===== src/rtl/vga_capture_if.sv =====
// Video link between an SVGA source and the capture block: raw syncs/pixels in,
// recovered pixel stream and timing status out.
interface vga_capture_if;
  logic        vga_hsync;
  logic        vga_vsync;
  logic [15:0] vga_rgb;
  logic        pix_de;
  logic [10:0] pix_x;
  logic [9:0]  pix_y;
  logic [15:0] pix_rgb;
  logic        frame_start;
  logic        locked;
  logic        timing_err;

  modport master (
    output vga_hsync, vga_vsync, vga_rgb,
    input  pix_de, pix_x, pix_y, pix_rgb, frame_start, locked, timing_err
  );

  modport slave (
    input  vga_hsync, vga_vsync, vga_rgb,
    output pix_de, pix_x, pix_y, pix_rgb, frame_start, locked, timing_err
  );
endinterface


===== src/rtl/vga_capture.sv =====
// VGA receive side: recovers pixel coordinates from hsync/vsync, verifies line and
// frame lengths, and emits the active pixel stream once timing is locked.
module vga_capture #(
  parameter int unsigned H_SYNC   = 128,
  parameter int unsigned H_BP     = 88,
  parameter int unsigned H_ACTIVE = 800,
  parameter int unsigned H_TOTAL  = 1056,
  parameter int unsigned V_SYNC   = 4,
  parameter int unsigned V_BP     = 23,
  parameter int unsigned V_ACTIVE = 600,
  parameter int unsigned V_TOTAL  = 628,
  parameter bit          SYNC_POL = 1'b1
) (
  input logic         sclk,
  input logic         s_rst,
  vga_capture_if.slave bus
);
  localparam logic [10:0] H_LAST      = 11'(H_TOTAL - 1);
  localparam logic [10:0] H_LEN       = 11'(H_TOTAL);
  localparam logic [10:0] H_FIRST_PIX = 11'(H_SYNC + H_BP);
  localparam logic [10:0] H_LAST_PIX  = 11'(H_SYNC + H_BP + H_ACTIVE - 1);
  localparam logic [10:0] H_MAX       = 11'h7ff;
  localparam logic [9:0]  V_LAST      = 10'(V_TOTAL - 1);
  localparam logic [9:0]  V_LEN       = 10'(V_TOTAL);
  localparam logic [9:0]  V_FIRST_PIX = 10'(V_SYNC + V_BP);
  localparam logic [9:0]  V_LAST_PIX  = 10'(V_SYNC + V_BP + V_ACTIVE - 1);
  localparam logic [9:0]  V_MAX       = 10'h3ff;

  typedef enum logic [1:0] {
    SEARCH = 2'd0,
    VERIFY = 2'd1,
    LOCKED = 2'd2
  } state_t;

  state_t      state, state_next;
  logic        hs1, vs1, hs_prev, vs_at_hle;
  logic [15:0] rgb1;
  logic [10:0] h_cnt, h_next;
  logic [9:0]  v_cnt, v_next;
  logic        hle, vle, line_err, frame_err, err, in_window, de_next;

  always_comb begin
    // NOTE: every signal gets a value before any branch so no path can infer a latch.
    state_next = state;
    hle        = hs1 & ~hs_prev;
    vle        = hle & vs1 & ~vs_at_hle;
    h_next     = hle ? 11'd0 : ((h_cnt == H_MAX) ? h_cnt : h_cnt + 11'd1);
    v_next     = v_cnt;
    if (hle) v_next = vle ? 10'd0 : ((v_cnt == V_MAX) ? v_cnt : v_cnt + 10'd1);

    // A line must end exactly at H_TOTAL clocks; a frame exactly at V_TOTAL lines.
    line_err  = hle ? (h_cnt != H_LAST) : (h_next == H_LEN);
    frame_err = vle ? (v_cnt != V_LAST) : (hle && (v_next == V_LEN));
    err       = (state != SEARCH) && (line_err || frame_err);

    case (state)
      SEARCH:  if (vle) state_next = VERIFY;
      VERIFY:  if (err) state_next = SEARCH;
               else if (vle) state_next = LOCKED;
      LOCKED:  if (err) state_next = SEARCH;
      default: state_next = SEARCH;
    endcase

    in_window = (h_next >= H_FIRST_PIX) && (h_next <= H_LAST_PIX) &&
                (v_next >= V_FIRST_PIX) && (v_next <= V_LAST_PIX);
    de_next   = (state_next == LOCKED) && in_window;
  end

  always_ff @(posedge sclk or posedge s_rst) begin
    if (s_rst) begin
      hs1             <= 1'b0;
      vs1             <= 1'b0;
      rgb1            <= '0;
      hs_prev         <= 1'b0;
      vs_at_hle       <= 1'b0;
      h_cnt           <= '0;
      v_cnt           <= '0;
      state           <= SEARCH;
      bus.pix_de      <= 1'b0;
      bus.pix_x       <= '0;
      bus.pix_y       <= '0;
      bus.pix_rgb     <= '0;
      bus.frame_start <= 1'b0;
      bus.locked      <= 1'b0;
      bus.timing_err  <= 1'b0;
    end else begin
      // NOTE: non-blocking throughout so every register sees pre-edge values of the others.
      hs1       <= bus.vga_hsync ^ ~SYNC_POL;
      vs1       <= bus.vga_vsync ^ ~SYNC_POL;
      rgb1      <= bus.vga_rgb;
      hs_prev   <= hs1;
      if (hle) vs_at_hle <= vs1;
      h_cnt     <= h_next;
      v_cnt     <= v_next;
      state     <= state_next;

      bus.timing_err  <= (state == LOCKED) && err;
      bus.locked      <= (state_next == LOCKED);
      bus.pix_de      <= de_next;
      bus.frame_start <= de_next && (h_next == H_FIRST_PIX) && (v_next == V_FIRST_PIX);
      if (de_next) begin
        bus.pix_x   <= h_next - H_FIRST_PIX;
        bus.pix_y   <= v_next - V_FIRST_PIX;
        bus.pix_rgb <= rgb1;
      end
    end
  end
endmodule

===== src/flat_wrapper.sv =====
// flat-port wrapper written by rule: the top's interface ports become plain ports
module vga_capture_flat 
#(
  parameter int unsigned H_SYNC   = 128,
  parameter int unsigned H_BP     = 88,
  parameter int unsigned H_ACTIVE = 800,
  parameter int unsigned H_TOTAL  = 1056,
  parameter int unsigned V_SYNC   = 4,
  parameter int unsigned V_BP     = 23,
  parameter int unsigned V_ACTIVE = 600,
  parameter int unsigned V_TOTAL  = 628,
  parameter bit          SYNC_POL = 1'b1
)
  (sclk, s_rst, bus_vga_hsync, bus_vga_vsync, bus_vga_rgb, bus_pix_de, bus_pix_x, bus_pix_y, bus_pix_rgb, bus_frame_start, bus_locked, bus_timing_err);
  vga_capture_if bus_i ();
  input logic sclk;
  input logic s_rst;
  input wire logic [$bits(bus_i.vga_hsync)-1:0] bus_vga_hsync;
  input wire logic [$bits(bus_i.vga_vsync)-1:0] bus_vga_vsync;
  input wire logic [$bits(bus_i.vga_rgb)-1:0] bus_vga_rgb;
  output wire logic [$bits(bus_i.pix_de)-1:0] bus_pix_de;
  output wire logic [$bits(bus_i.pix_x)-1:0] bus_pix_x;
  output wire logic [$bits(bus_i.pix_y)-1:0] bus_pix_y;
  output wire logic [$bits(bus_i.pix_rgb)-1:0] bus_pix_rgb;
  output wire logic [$bits(bus_i.frame_start)-1:0] bus_frame_start;
  output wire logic [$bits(bus_i.locked)-1:0] bus_locked;
  output wire logic [$bits(bus_i.timing_err)-1:0] bus_timing_err;
  assign bus_i.vga_hsync = bus_vga_hsync;
  assign bus_i.vga_vsync = bus_vga_vsync;
  assign bus_i.vga_rgb = bus_vga_rgb;
  assign bus_pix_de = bus_i.pix_de;
  assign bus_pix_x = bus_i.pix_x;
  assign bus_pix_y = bus_i.pix_y;
  assign bus_pix_rgb = bus_i.pix_rgb;
  assign bus_frame_start = bus_i.frame_start;
  assign bus_locked = bus_i.locked;
  assign bus_timing_err = bus_i.timing_err;
  vga_capture #(.H_SYNC(H_SYNC), .H_BP(H_BP), .H_ACTIVE(H_ACTIVE), .H_TOTAL(H_TOTAL), .V_SYNC(V_SYNC), .V_BP(V_BP), .V_ACTIVE(V_ACTIVE), .V_TOTAL(V_TOTAL), .SYNC_POL(SYNC_POL)) u_core (.sclk(sclk), .s_rst(s_rst), .bus(bus_i));
endmodule

===== config.mk =====
export PLATFORM = sky130hd
export DESIGN_NAME = vga_capture_flat
export DESIGN_NICKNAME = d
export VERILOG_FILES = /design/src/rtl/vga_capture_if.sv /design/src/rtl/vga_capture.sv /design/src/flat_wrapper.sv
export SDC_FILE = /design/constraint.sdc
export NUM_CORES = 1
export LEC_CHECK = 0
export ABC_AREA = 1
export ABC_CLOCK_PERIOD_IN_PS = 3400
export CAP_MARGIN = 25
export CORE_MARGIN = 2
export CORE_UTILIZATION = 40
export DETAILED_ROUTE_END_ITERATION = 10
export PLACE_DENSITY = 0.66
export SLEW_MARGIN = 20
export SYNTH_ARGS = -nofsm -noshare
export SYNTH_HDL_FRONTEND = slang
export SYNTH_SLANG_ARGS = --single-unit

===== constraint.sdc =====
create_clock -name sclk -period 3.4 [get_ports sclk]
set_input_delay 0.85 -clock sclk [delete_from_list [all_inputs] [get_ports sclk]]
set_output_delay 0.85 -clock sclk [all_outputs]
set_load 0.01 [all_outputs]

==> flow_summary.toml <==
[timing]
finalCritPeriodShare = 0.891
maxSlewViolCount = 0
setup_slack_ps = 371
hold_viol = 0
setup_viol = 0
fmax_mhz = 330
tightest_slew_ps = 480
setup_tns_ps = 0
rsz0062_at_grt = "no"
skew_ps = 11.9
maxSlewHeadroom = 0.676
fin_crit_ps = 3030

[grt]
gr-total-overflow = 0
grt_max_degree = 40
antenna_found_initial = 0
track_usage = 0.181
grt_pass1_vias = 3584
grt_pass1_wl_um = 16600

[floorplanning]
rows = 37
die_x_um = 108
core-area_um2 = 10400
start_util = 0.415
pin_count = 61
fp.dieArea_um2 = 11600
die_h_um = 108

[finish]
antenna_cells = 0
areaGrowthSynthToFinish_pct = 22.5
drive_gt1_frac = 0.0839
nets = 642
nFillCells = 1008

[cts]
clk_pin_slew_ps = 90
ctsResizeCount = 0
cts_sinks = 84
cts_hold_buf = 0
cts_buffers = 9
postCtsSetupRepairBufs = 0
cts_max_path_buffers = 2
cts_tree = "done"
htree_levels = 3
clockRootBuffer = "clkbuf_8"
clk_latency_ps = 380

[power]
peakVddDrop_mv = 0.360
leakagePower_nw = 2.74
power_density_nw_per_um2 = 477

[synth]
synth_top_family_by_area = "simple AND/OR/NAND/NOR gates"
synth_xor_area_frac = 0.0265
synth_area_um2 = 4300
yosysTopAreaCellShare = 0.489
async_reset_ff_frac = 1.00
yosysTopAreaCell = "dfrtp_1"
synthFlopType = "dfrtp_1"
synth_cells = 552
synth_most_common_cell = "nand2_1"
synthAdderAreaFrac = 0.0204
synthDistinctLibCells = 28
synthTopCellsByArea = "dfrtp_1, nand2_1, nand3_1, inv_1, nor2_1"
synth_compound_gate_area_share = 0.0256
avgSynthCellArea_um2 = 7.79
synthMuxAreaShare = 0
ys.warnings.count = 0
seq_area_frac_synth = 0.489
synth_nets = 579
ys_top_cells_by_count = "nand2_1, dfrtp_1, nand3_1"
synth_edf_count = 0
synth-simple-area-share = 0.355
synth-seq-cells = 84

[hold_path]
hold_end = "u_core.hs_prev"
hold_path.class = "reg -> reg"
whs_path_depth = 0
hp-start = "u_core.hs1"

[detailed_routing]
num_vias = 3689
first_iter_violations = 191
route.detailed.drc = 0
first_pass_iters = 6
wl_um = 9870
vias_per_cell = 4.88
ant_nets = 0
wire_per_inst_um = 13.1

[critical_path]
crit_type = "reg -> reg"
cpMaxStageDelayCell = "dfrtp_2"
r2r-start = "u_core.v_cnt[0]"
startpoint_type = "register"
worstPathMaxFanout = 39
r2r.worst_path.cells = 21
reg2reg_to = "u_core.bus.pix_x[3]"
crit_required_ps = 3670
worstPathArrival_ps = 3300
cpPeakStageDelay_ps = 440
regToRegSetupSlack_ps = 370
cp-end-kind = "register"
crit_buf_inv = 3
cp_common_cell = "nand2_1"
crit_family = "simple AND/OR/NAND/NOR gates"
crit_chain = "ha_1, nand3_2, nor2_4, nand2_1, nand2_1, xor2_1, nor2_1, inv_1, ha_1, inv_1, nand4_1, nand3_1, nand2_1, nand2_1, nand2_1, nand2_1, nor2_2, nand3_2, buf_12, nand2_1, nand2_1"

[placed_design]
place_congestion = 0.878
port_buffers = 60
hpwl_um = 7360
dp_slack_ps = 216

[run]
max-cap-violations = 0

[status]
status = "completed"
## cell usage in the layout, fill, tap and decap left out, types with 9 or more instances in the layout
master and n:
nand3_1 72, nand4_1 12, clkdlybuf4s50_1 60, dfrtp_1 83, inv_1 58, xor2_1 11, clkbuf_8 9, o21ai_0 11
nor2_1 41, nand2_1 195
## worst max path at each step
stage / slack [ps] / from / cells past startpoint / end
2_1_floorplan: 380 / s_rst / 1 / u_core.bus.frame_start
3_3_place_gp: 260 / u_core.v_cnt[0] / 20 / u_core.bus.pix_y[8]
3_5_place_dp: 220 / u_core.v_cnt[0] / 20 / u_core.bus.pix_rgb[11]
4_1_cts: 180 / u_core.v_cnt[0] / 20 / u_core.bus.pix_rgb[3]
5_1_grt: 30 / u_core.v_cnt[0] / 21 / u_core.bus.pix_x[6]
6_report: 370 / u_core.v_cnt[0] / 21 / u_core.bus.pix_x[3]
## state kept, by name, indices dropped and copies added, names as in the netlist, 2 cells and up
register / cells
u_core.bus.pix_y: 10
u_core.h_cnt: 11
u_core.bus.pix_rgb: 16
u_core.rgb1: 16
u_core.bus.pix_x: 11
u_core.state: 2
u_core.v_cnt: 10
## logic make-up (layout without fill, tap and decap cells)
logic type	Yosys count	in the layout
simple gates	348	348
buf+inv	80	148
xor+xnor	13	13
fa+ha+maj	7	7
compound gates	20	20
flops	84	84
## area by class of cell
| cell class | count | area [um2] | area share |
|---|---|---|---|
| tap | 136 | 170 | 0.0323 |
| multi-input combinational | 388 | 1850 | 0.352 |
| inverter | 63 | 239 | 0.0454 |
| sequential | 84 | 2100 | 0.399 |
| timing repair buffer | 69 | 692 | 0.131 |
| clock inverter | 7 | 87.6 | 0.0166 |
| clock buffer | 9 | 124 | 0.0235 |
## report_power, final
part | total [mW] | switching (mW) | internal, mW | leakage (nW)
clock | 0.766 | 0.406 | 0.360 | 0.109
combinational | 0.606 | 0.394 | 0.212 | 1.52
sequential | 1.14 | 0.0795 | 1.06 | 1.11
total | 2.51 | 0.879 | 1.63 | 2.74
## worst register-to-register path, cell delays in order, from the launching register on
cell,delay [ps]
dfrtp_2,440
ha_1,280
nand3_2,150
nor2_4,140
nand2_1,120
nand2_1,120
xor2_1,210
nor2_1,100
inv_1,110
ha_1,150
inv_1,40
nand4_1,80
nand3_1,80
nand2_1,90
nand2_1,50
nand2_1,70
nand2_1,60
nor2_2,190
nand3_2,110
buf_12,200
nand2_1,80
nand2_1,50
## layer usage
metal  wire [um]  GRT usage
met1        4510      0.229
met2        4780      0.301
met3         361     0.0478
met4         223     0.0614
met5           0          0
## metrics by stage
stage                     std cells  total power, mW  hold slack, ps  utilization  instance area, um2
after floorplan                 552             1.60             354            -                4300
after global placement          740             1.75             361        0.485                5030
after detailed placement        740             1.75             368        0.485                5030
after CTS                       756             2.52             389        0.506                5240
after global routing            756             2.68             411        0.508                5270
final                           756             2.51             386        0.508                5270
No activity file was read; power rests on OpenSTA's default activity.
